===== src/rtl/ysyx_24080014_fetch_ctrl_if.sv =====
// Fetch-side bundle: IFU read channel (ar/r) plus the instruction hand-off to decode.
// master = fetch sequencer, slave = memory port / decode stage.
interface ysyx_24080014_fetch_ctrl_if;
   logic        mem_arvalid;
   logic [31:0] mem_araddr;
   logic        mem_arready;
   logic        mem_rvalid;
   logic [31:0] mem_rdata;
   logic [1:0]  mem_rresp;
   logic        mem_rready;
   logic        inst_valid;
   logic [31:0] inst;
   logic [31:0] inst_pc;
   logic        inst_ready;

   modport master (
      output mem_arvalid, mem_araddr, mem_rready, inst_valid, inst, inst_pc,
      input  mem_arready, mem_rvalid, mem_rdata, mem_rresp, inst_ready
   );

   modport slave (
      input  mem_arvalid, mem_araddr, mem_rready, inst_valid, inst, inst_pc,
      output mem_arready, mem_rvalid, mem_rdata, mem_rresp, inst_ready
   );
endinterface


===== src/rtl/ysyx_24080014_fetch_ctrl.sv =====
// Fetch sequencer owning the PC; one outstanding read, redirects discard in-flight data.
// Latency: 2 cycles min from request to inst_valid; optional watchdog under FETCH_TIMEOUT_EN.
// Backpressure: request held until mem_arready, instruction held until inst_ready.
module ysyx_24080014_fetch_ctrl #(
   parameter logic [31:0] RESET_PC       = 32'h8000_0000,
   parameter int unsigned TIMEOUT_CYCLES = 255
) (
   input  logic                              clk,
   input  logic                              rst,
   ysyx_24080014_fetch_ctrl_if.master        bus,
   input  logic                              redirect_valid_i,
   input  logic [31:0]                       redirect_pc_i,
   output logic [31:0]                       pc_o,
   output logic                              fetch_err_o
);

   typedef enum logic [1:0] {S_REQ, S_WAIT, S_HOLD, S_ERR} state_e;

   state_e      state_q, state_d;
   logic [31:0] pc_q, pc_d;
   logic [31:0] araddr_q, araddr_d;
   logic [31:0] inst_q, inst_d;
   logic [31:0] inst_pc_q, inst_pc_d;
   logic        inst_valid_q, inst_valid_d;
   logic        discard_q, discard_d;
   logic        err_q, err_d;
   logic        ar_hs;
   logic        tmo_hit;
   logic [31:0] pc_inc;

   assign ar_hs  = bus.mem_arvalid & bus.mem_arready;
   assign pc_inc = pc_q + 32'd4;

`ifdef FETCH_TIMEOUT_EN
   localparam logic [15:0] TMO_LAST = 16'(TIMEOUT_CYCLES - 1);
   logic [15:0] tmo_q, tmo_d;

   assign tmo_hit = ((state_q == S_REQ) || (state_q == S_WAIT)) && (tmo_q == TMO_LAST);

   // Leaving HOLD/ERR always passes through a non-REQ/WAIT cycle, so zeroing there clears on re-entry.
   always_comb begin
      tmo_d = 16'd0;
      if (!redirect_valid_i && ((state_q == S_REQ) || (state_q == S_WAIT)))
         tmo_d = tmo_q + 16'd1;
   end

   always_ff @(posedge clk) begin
      if (rst) tmo_q <= 16'd0;
      else     tmo_q <= tmo_d;
   end
`else
   logic [31:0] unused_timeout;
   assign unused_timeout = TIMEOUT_CYCLES;
   assign tmo_hit        = 1'b0;
`endif

   always_comb begin
      state_d      = state_q;
      pc_d         = pc_q;
      araddr_d     = araddr_q;
      inst_d       = inst_q;
      inst_pc_d    = inst_pc_q;
      inst_valid_d = inst_valid_q;
      discard_d    = discard_q;
      err_d        = err_q;

      case (state_q)
         S_REQ: begin
            if (ar_hs) state_d = S_WAIT;
         end
         S_WAIT: begin
            if (bus.mem_rvalid) begin
               if (discard_q) begin
                  discard_d = 1'b0;
                  araddr_d  = pc_q;
                  state_d   = S_REQ;
               end else if (bus.mem_rresp != 2'b00) begin
                  err_d   = 1'b1;
                  state_d = S_ERR;
               end else begin
                  inst_d       = bus.mem_rdata;
                  inst_pc_d    = araddr_q;
                  inst_valid_d = 1'b1;
                  state_d      = S_HOLD;
               end
            end
         end
         S_HOLD: begin
            if (bus.inst_ready) begin
               inst_valid_d = 1'b0;
               pc_d         = pc_inc;
               araddr_d     = pc_inc;
               state_d      = S_REQ;
            end
         end
         default: begin
            inst_valid_d = 1'b0;
         end
      endcase

      if (tmo_hit && ((state_d == S_REQ) || (state_d == S_WAIT))) begin
         err_d     = 1'b1;
         discard_d = 1'b0;
         state_d   = S_ERR;
      end

      // Redirect wins over everything except reset; a visible request is never retracted.
      if (redirect_valid_i) begin
         pc_d         = redirect_pc_i;
         inst_d       = inst_q;
         inst_pc_d    = inst_pc_q;
         inst_valid_d = 1'b0;
         err_d        = err_q;
         if (redirect_pc_i[1:0] != 2'b00) begin
            err_d     = 1'b1;
            discard_d = 1'b0;
            state_d   = S_ERR;
         end else begin
            case (state_q)
               S_REQ: begin
                  araddr_d  = araddr_q;
                  discard_d = 1'b1;
                  state_d   = ar_hs ? S_WAIT : S_REQ;
               end
               S_WAIT: begin
                  if (bus.mem_rvalid) begin
                     discard_d = 1'b0;
                     araddr_d  = redirect_pc_i;
                     state_d   = S_REQ;
                  end else begin
                     discard_d = 1'b1;
                     state_d   = S_WAIT;
                  end
               end
               S_HOLD: begin
                  araddr_d = redirect_pc_i;
                  state_d  = S_REQ;
               end
               default: begin
                  err_d    = 1'b0;
                  araddr_d = redirect_pc_i;
                  state_d  = S_REQ;
               end
            endcase
         end
      end
   end

   always_ff @(posedge clk) begin
      if (rst) begin
         state_q      <= S_REQ;
         pc_q         <= RESET_PC;
         araddr_q     <= RESET_PC;
         inst_q       <= 32'd0;
         inst_pc_q    <= 32'd0;
         inst_valid_q <= 1'b0;
         discard_q    <= 1'b0;
         err_q        <= 1'b0;
      end else begin
         state_q      <= state_d;
         pc_q         <= pc_d;
         araddr_q     <= araddr_d;
         inst_q       <= inst_d;
         inst_pc_q    <= inst_pc_d;
         inst_valid_q <= inst_valid_d;
         discard_q    <= discard_d;
         err_q        <= err_d;
      end
   end

   assign bus.mem_arvalid = (state_q == S_REQ) && !rst;
   assign bus.mem_rready  = ((state_q == S_WAIT) || (state_q == S_ERR)) && !rst;
   assign bus.mem_araddr  = araddr_q;
   assign bus.inst_valid  = inst_valid_q;
   assign bus.inst        = inst_q;
   assign bus.inst_pc     = inst_pc_q;
   assign pc_o            = pc_q;
   assign fetch_err_o     = err_q;

endmodule


===== src/flat_wrapper.sv =====
// flat-port wrapper written by rule: the top's interface ports become plain ports
module ysyx_24080014_fetch_ctrl_flat 
#(
   parameter logic [31:0] RESET_PC       = 32'h8000_0000,
   parameter int unsigned TIMEOUT_CYCLES = 255
)
  (clk, rst, redirect_valid_i, redirect_pc_i, pc_o, fetch_err_o, bus_mem_arvalid, bus_mem_araddr, bus_mem_rready, bus_inst_valid, bus_inst, bus_inst_pc, bus_mem_arready, bus_mem_rvalid, bus_mem_rdata, bus_mem_rresp, bus_inst_ready);
  ysyx_24080014_fetch_ctrl_if bus_i ();
  input  logic clk;
  input  logic rst;
  input  logic redirect_valid_i;
  input  logic [31:0] redirect_pc_i;
  output logic [31:0] pc_o;
  output logic fetch_err_o;
  output wire logic [$bits(bus_i.mem_arvalid)-1:0] bus_mem_arvalid;
  output wire logic [$bits(bus_i.mem_araddr)-1:0] bus_mem_araddr;
  output wire logic [$bits(bus_i.mem_rready)-1:0] bus_mem_rready;
  output wire logic [$bits(bus_i.inst_valid)-1:0] bus_inst_valid;
  output wire logic [$bits(bus_i.inst)-1:0] bus_inst;
  output wire logic [$bits(bus_i.inst_pc)-1:0] bus_inst_pc;
  input wire logic [$bits(bus_i.mem_arready)-1:0] bus_mem_arready;
  input wire logic [$bits(bus_i.mem_rvalid)-1:0] bus_mem_rvalid;
  input wire logic [$bits(bus_i.mem_rdata)-1:0] bus_mem_rdata;
  input wire logic [$bits(bus_i.mem_rresp)-1:0] bus_mem_rresp;
  input wire logic [$bits(bus_i.inst_ready)-1:0] bus_inst_ready;
  assign bus_mem_arvalid = bus_i.mem_arvalid;
  assign bus_mem_araddr = bus_i.mem_araddr;
  assign bus_mem_rready = bus_i.mem_rready;
  assign bus_inst_valid = bus_i.inst_valid;
  assign bus_inst = bus_i.inst;
  assign bus_inst_pc = bus_i.inst_pc;
  assign bus_i.mem_arready = bus_mem_arready;
  assign bus_i.mem_rvalid = bus_mem_rvalid;
  assign bus_i.mem_rdata = bus_mem_rdata;
  assign bus_i.mem_rresp = bus_mem_rresp;
  assign bus_i.inst_ready = bus_inst_ready;
  ysyx_24080014_fetch_ctrl #(.RESET_PC(RESET_PC), .TIMEOUT_CYCLES(TIMEOUT_CYCLES)) u_core (.clk(clk), .rst(rst), .bus(bus_i), .redirect_valid_i(redirect_valid_i), .redirect_pc_i(redirect_pc_i), .pc_o(pc_o), .fetch_err_o(fetch_err_o));
endmodule

===== config.mk =====
export PLATFORM = sky130hd
export DESIGN_NAME = ysyx_24080014_fetch_ctrl_flat
export DESIGN_NICKNAME = d
export VERILOG_FILES = /design/src/rtl/ysyx_24080014_fetch_ctrl_if.sv /design/src/rtl/ysyx_24080014_fetch_ctrl.sv /design/src/flat_wrapper.sv
export SDC_FILE = /design/constraint.sdc
export NUM_CORES = 1
export LEC_CHECK = 0
export ABC_AREA = 0
export CORE_MARGIN = 10
export CORE_UTILIZATION = 49
export CTS_BUF_LIST = sky130_fd_sc_hd__clkbuf_4 sky130_fd_sc_hd__clkbuf_8
export DETAILED_ROUTE_END_ITERATION = 8
export MAX_ROUTING_LAYER = met4
export PLACE_DENSITY = 0.83
export SYNTH_ARGS = -nofsm -noshare
export SYNTH_HDL_FRONTEND = slang
export SYNTH_SLANG_ARGS = --single-unit

===== constraint.sdc =====
create_clock -name clk -period 2.7 [get_ports clk]
set_clock_uncertainty 0.15 [all_clocks]
set_input_delay 0.405 -clock clk [delete_from_list [all_inputs] [get_ports clk]]
set_output_delay 0.405 -clock clk [all_outputs]
set_load 0.01 [all_outputs]

* Yosys cells after proc, flatten, opt, wreduce, memory -nomap -nowiden
Cells that the tools add are included.
** Storage, ports and cells
- Register bits :: 133
- Output and inout bits :: 132
- Input port bits :: 72
** Cells by class
- Eq/ne operators :: 13
- Add/sub/neg operators :: 1
- Multiplexer cells :: 40
- Reductions and logical operators :: 20
- Bitwise gates (word level) :: 5
** Operators with widths (count)
- 32-bit two-way mux :: 9
- 32-bit case mux with 2 select lines :: 2
- 32-bit by 3-bit adder with 32-bit output (second input constant) :: 1
- 1-bit two-way mux :: 19
- 5-bit AND reduction :: 3
- 2-bit nonzero test :: 7
- 2-bit two-way mux :: 6
- 2-bit inequality test (second input constant) :: 5
- 3-bit by 2-bit inequality test with 1-bit output (second input constant) :: 3
- 3-bit inequality test (second input constant) :: 2
- 2-bit case mux with 3 select lines :: 1
- 2-bit == test (second input constant) :: 2
- 1-bit NOT :: 4
- 2-bit case mux with 2 select lines :: 1
- 4-bit AND reduction :: 1
- 4-bit nonzero test :: 1
- 1-bit case mux with 3 select lines :: 1
- 3-bit OR reduction :: 1
- 2-bit by 1-bit == test with 1-bit output (second input constant) :: 1
- 1-bit logical AND :: 2
- 2-bit logical NOT :: 1
- 1-bit case mux with 2 select lines :: 1
- 2-bit AND reduction :: 1
- 2-bit OR reduction :: 1
- 3 further kinds :: 3

* Depth between registers and ports, before layout
- Depth after elaboration :: 7
- Gate-level depth with buffers :: 11

* Least setup slack after synthesis
No wires, ideal clock.
- Path kind :: reg-to-reg
- Start :: register u_core.state_q[0]
- End :: register u_core.araddr_q[29], in the netlist u_core.bus.mem_araddr[29]
- Buffers on the path :: 4
- Cell stages (with the launch flop) :: 12
- Arrival time :: 2107 ps
- Period minus slack after synthesis :: 2389 ps
- Data required time :: 2418 ps
- Path slack :: 311 ps
- Cell sequence :: dfxtp_1 -> inv_1 -> ha_1 -> buf_2 -> nor2b_1 -> clkbuf_1 -> or3b_1 -> buf_2 -> a21o_1 -> buf_2 -> a22oi_1 -> a21oi_1
** Between the ends
- Longest elaborated chain between the ends :: 6
- Elaborated cells between the ends (all ways) :: 9
** Ends and longest elaborated chain
- from (decl) :: line ysyx_24080014_fetch_ctrl.sv:19 : state_e state_q, state_d;
- from (signal assigned) :: line ysyx_24080014_fetch_ctrl.sv:160 : state_q <= state_d;
- 2-bit == test or 2-bit by 1-bit == test with 1-bit output (tied branches) :: line ysyx_24080014_fetch_ctrl.sv:67, ysyx_24080014_fetch_ctrl.sv:119
- 32-bit case mux with 2 select lines :: line ysyx_24080014_fetch_ctrl.sv:67 : case (state_q)
- 32-bit two-way mux :: line ysyx_24080014_fetch_ctrl.sv:126 : if (bus.mem_rvalid) begin
- 32-bit case mux with 2 select lines :: line ysyx_24080014_fetch_ctrl.sv:119 : case (state_q)
- 32-bit two-way mux :: line ysyx_24080014_fetch_ctrl.sv:114 : if (redirect_pc_i[1:0] != 2'b00) begin
- 32-bit two-way mux :: line ysyx_24080014_fetch_ctrl.sv:108 : if (redirect_valid_i) begin
- to (signal assigned) :: line ysyx_24080014_fetch_ctrl.sv:162 : araddr_q <= araddr_d;
- to (decl) :: line ysyx_24080014_fetch_ctrl.sv:21 : logic [31:0] araddr_q, araddr_d;
Several ways; a longest one is shown, not always the timed one.
A chain may end at the register's enable or synchronous reset.

* Worst setup path in the final report
- Start :: register u_core.state_q[0]
- End :: output port bus_mem_arvalid
** Between the ends
- Longest elaborated chain between the ends :: 2
** Ends and longest elaborated chain
- 2-bit logical NOT :: line ysyx_24080014_fetch_ctrl.sv:171 : assign bus.mem_arvalid = (state_q == S_REQ) && !rst;
- 1-bit logical AND :: line ysyx_24080014_fetch_ctrl.sv:171
- to (decl) :: line flat_wrapper.sv:15 : output wire logic [$bits(bus_i.mem_arvalid)-1:0] bus_mem_arvalid;
Every way passes these cells.

==> results_dict.tcl <==
set metrics [dict create \
    run_status "finished, final reports clean" \
    antenna_found_initial 0 \
    relSlewSlack_pct 60.4 \
    rsz0062_at_grt "false" \
    cts.clk_slew.worst_paths_ns 0.08 \
    syn_area_per_cell_um2 7.63 \
    ctsLongestPathBuffers 2 \
    holdPathStages 2 \
    via_count 7773 \
    rows 43 \
    fin_setup_tns_ns 0 \
    place_hpwl_mm 19.1 \
    rr_startpoint "u_core.pc_o[11]" \
    drc 0 \
    regToRegSetupSlack_ns 0.31 \
    yosysUniqueCellTypes 72 \
    ys_seq_area_share_pct 38.6 \
    viasPerCell 5.96 \
    whs_endpoint "u_core.pc_o[0]" \
    synth_ff_type "dfxtp_1" \
    io-pin-count 204 \
    finalNetCount 1193 \
    hp-start "rst" \
    final_util_pct 70.5 \
    overflow 0 \
    cts.sinks 133 \
    rr_endpoint "u_core.pc_o[31]" \
    cts_setup_buffers 0 \
    timing.fmax_mhz 400 \
    insertion_delay_ns 0.45 \
    synth_edf_count 0 \
    grt_pass1_vias 7330 \
    die_h_um 139 \
    arrival_ns 1.95 \
    ys.warnings.count 0 \
    startpoint_type "flop" \
    drive_gt1_share_pct 10.4 \
    tightestPinTransition_ns 0.589 \
    firstDrtPassIters 6 \
    finalCriticalPeriod_ns 2.50 \
    ctsResizeCount 0 \
    syn_inst 903 \
    endpoint_kind "output pin" \
    first_iter_violations 868 \
    hold_viol 0 \
    gp_congestion 0.982 \
    syn-num-nets 981 \
    synthArstFlopShare_pct 0 \
    synth-seq-cells 133 \
    port-buffer-count 203 \
    leakagePower_nw 3.39 \
    dieArea_um2 19200 \
    drv_cap 0 \
    insertedDiodeCount 0 \
    power_density_nw_per_um2 469 \
    drv_slew 0 \
    vdd_ir_drop_max_uv 419 \
    cts_made_buffers 17 \
    grt_start_max_net_pins 82 \
    track_usage_pct 26.1 \
    ant_nets 0 \
    fin_crit_sh_pct 92.7 \
    required_ns 2.14 \
    cts_tree "done" \
    cts-root-buf "clkbuf_8" \
    holdCritPathClass "input pin to flop" \
    coreArea_um2 13800 \
    cts_hold_buf 0 \
    cts-htree-levels 4 \
    syn_area_um2 6890 \
    crit_path_max_fanout 8 \
    grt_pass1_wl_mm 40.3 \
    area_growth_pct 41.4 \
    setup_viol 0 \
    crit_start "u_core.state_q[0]" \
    die_w_um 139 \
    initial_core_util_pct 49.8 \
    r2r_cells 5 \
    crit_type "flop to output pin" \
    num-fill-cells 1128 \
    finalWirelength_mm 25.8 \
    wl_per_cell_um 19.8 \
]
-- how the worst max path moves through the flow --
stage | end | cells after the start
after floorplan | u_core.bus.mem_araddr[29] | 11
after CTS | bus_mem_arvalid | 4
after global placement | u_core.bus.mem_araddr[22] | 8
after detailed placement | u_core.bus.mem_araddr[20] | 8
after global routing | bus_mem_arvalid | 4
final | bus_mem_arvalid | 4
-- where the power goes --
group	total [mW]	internal (mW)	switching [mW]
Sequential	2.12	2.03	0.0947
Combinational	0.881	0.423	0.458
Clock	1.56	0.766	0.798
Total	4.57	3.22	1.35
-- state kept, by name, summed over array words and instances (netlist names) --
signal                 count
u_core.bus.inst           32
u_core.bus.inst_pc        32
u_core.bus.mem_araddr     32
u_core.pc_o               32
u_core.state_q             2
u_core.bus.inst_valid      1
u_core.discard_q           1
u_core.fetch_err_o         1
-- logic make-up after synthesis --
group | Yosys count | synth area share [%]
simple gates | 397 | 27.7
fa+ha+maj | 6 | 1.09
xor+xnor | 26 | 3.30
flops | 133 | 38.6
buf+inv | 90 | 5.34
mux | 9 | 1.33
compound gates | 242 | 22.6
-- cells in the mapped netlist (all sizes together) (3+ instances only) --
library cell | number | area, µm²
nand2 | 197 | 739
dfxtp | 133 | 2660
a21oi | 94 | 470
nor2 | 63 | 241
clkbuf | 50 | 189
o21ai | 36 | 180
nand3 | 30 | 155
buf | 28 | 134
a211oi | 22 | 165
nand4 | 19 | 146
nor3 | 18 | 100
nor4 | 17 | 143
xor2 | 16 | 140
a221oi | 14 | 123
a22oi | 12 | 90.1
inv | 12 | 45.0
xnor2 | 10 | 87.6
a31oi | 9 | 56.3
mux2i | 8 | 80.1
or3 | 8 | 50.1
and3 | 7 | 43.8
and4 | 7 | 61.3
nor3b | 7 | 57.6
ha | 6 | 75.1
o211ai | 6 | 45.0
and2 | 5 | 31.3
nand2b | 5 | 31.3
nor2b | 5 | 31.3
a311oi | 4 | 35.0
o22ai | 4 | 25.0
o31ai | 4 | 30.0
a21o | 3 | 22.5
a221o | 3 | 30.0
o2111ai | 3 | 26.3
o221ai | 3 | 26.3
or3b | 3 | 26.3
-- worst max-delay path: stages (launching register included) --
cell and delay [ns]:
dfxtp_1 0.34, inv_1 0.09, ha_1 0.33, nor2b_1 0.17, clkdlybuf4s50_1 0.56
-- layer usage --
layer  up-vias  global-route usage, %  wire length [µm]
li1       3654                      -                 -
met1      3651                   32.9             11000
met2       418                   39.7             11700
met3        50                   7.91              2660
met4         0                   7.33               522
met5         -                      -                 0
-- final cells by class --
| cell class | instances | area (µm²) | share of cell area [%] |
|---|---|---|---|
| Multi-Input combinational cell | 680 | 3870 | 39.7 |
| Clock buffer | 20 | 269 | 2.76 |
| Sequential cell | 133 | 2660 | 27.3 |
| Clock inverter | 8 | 80.1 | 0.822 |
| Tap cell | 180 | 225 | 2.31 |
| Timing Repair Buffer | 271 | 2590 | 26.6 |
| Inverter | 12 | 45.0 | 0.462 |
-- through the flow --
stage	hold WS, ns	instances	setup slack (ns)	power [mW]	instance area (µm²)
CTS	0.170	1304	0.191	4.57	9740
detailed placement	0.296	1276	0.0628	3.03	9400
global route	0.184	1304	0.0362	4.73	9740
floorplan	0.315	903	0.311	2.56	6890
finish	0.181	1304	0.198	4.57	9740
global placement	0.291	1276	0.0225	3.02	9400
-- layout by cell type, fill, tap and decap left out, types with 7 or more instances in the layout --
cell type,synthesis,layout
a211oi_1,22,22
a21oi_1,94,94
a221oi_1,14,14
a22oi_1,12,12
a31oi_1,9,9
and4_1,7,7
buf_4,0,65
clkbuf_8,0,19
clkdlybuf4s50_1,0,202
dfxtp_1,133,133
inv_1,12,12
mux2i_1,8,8
nand2_1,197,197
nand3_1,29,28
nand4_1,16,16
nor2_1,61,61
nor3_1,16,16
nor4_1,14,14
o21ai_0,35,35
or3_1,8,8
xnor2_1,10,10
xor2_1,16,16
(Power assumes the default switching activity.)
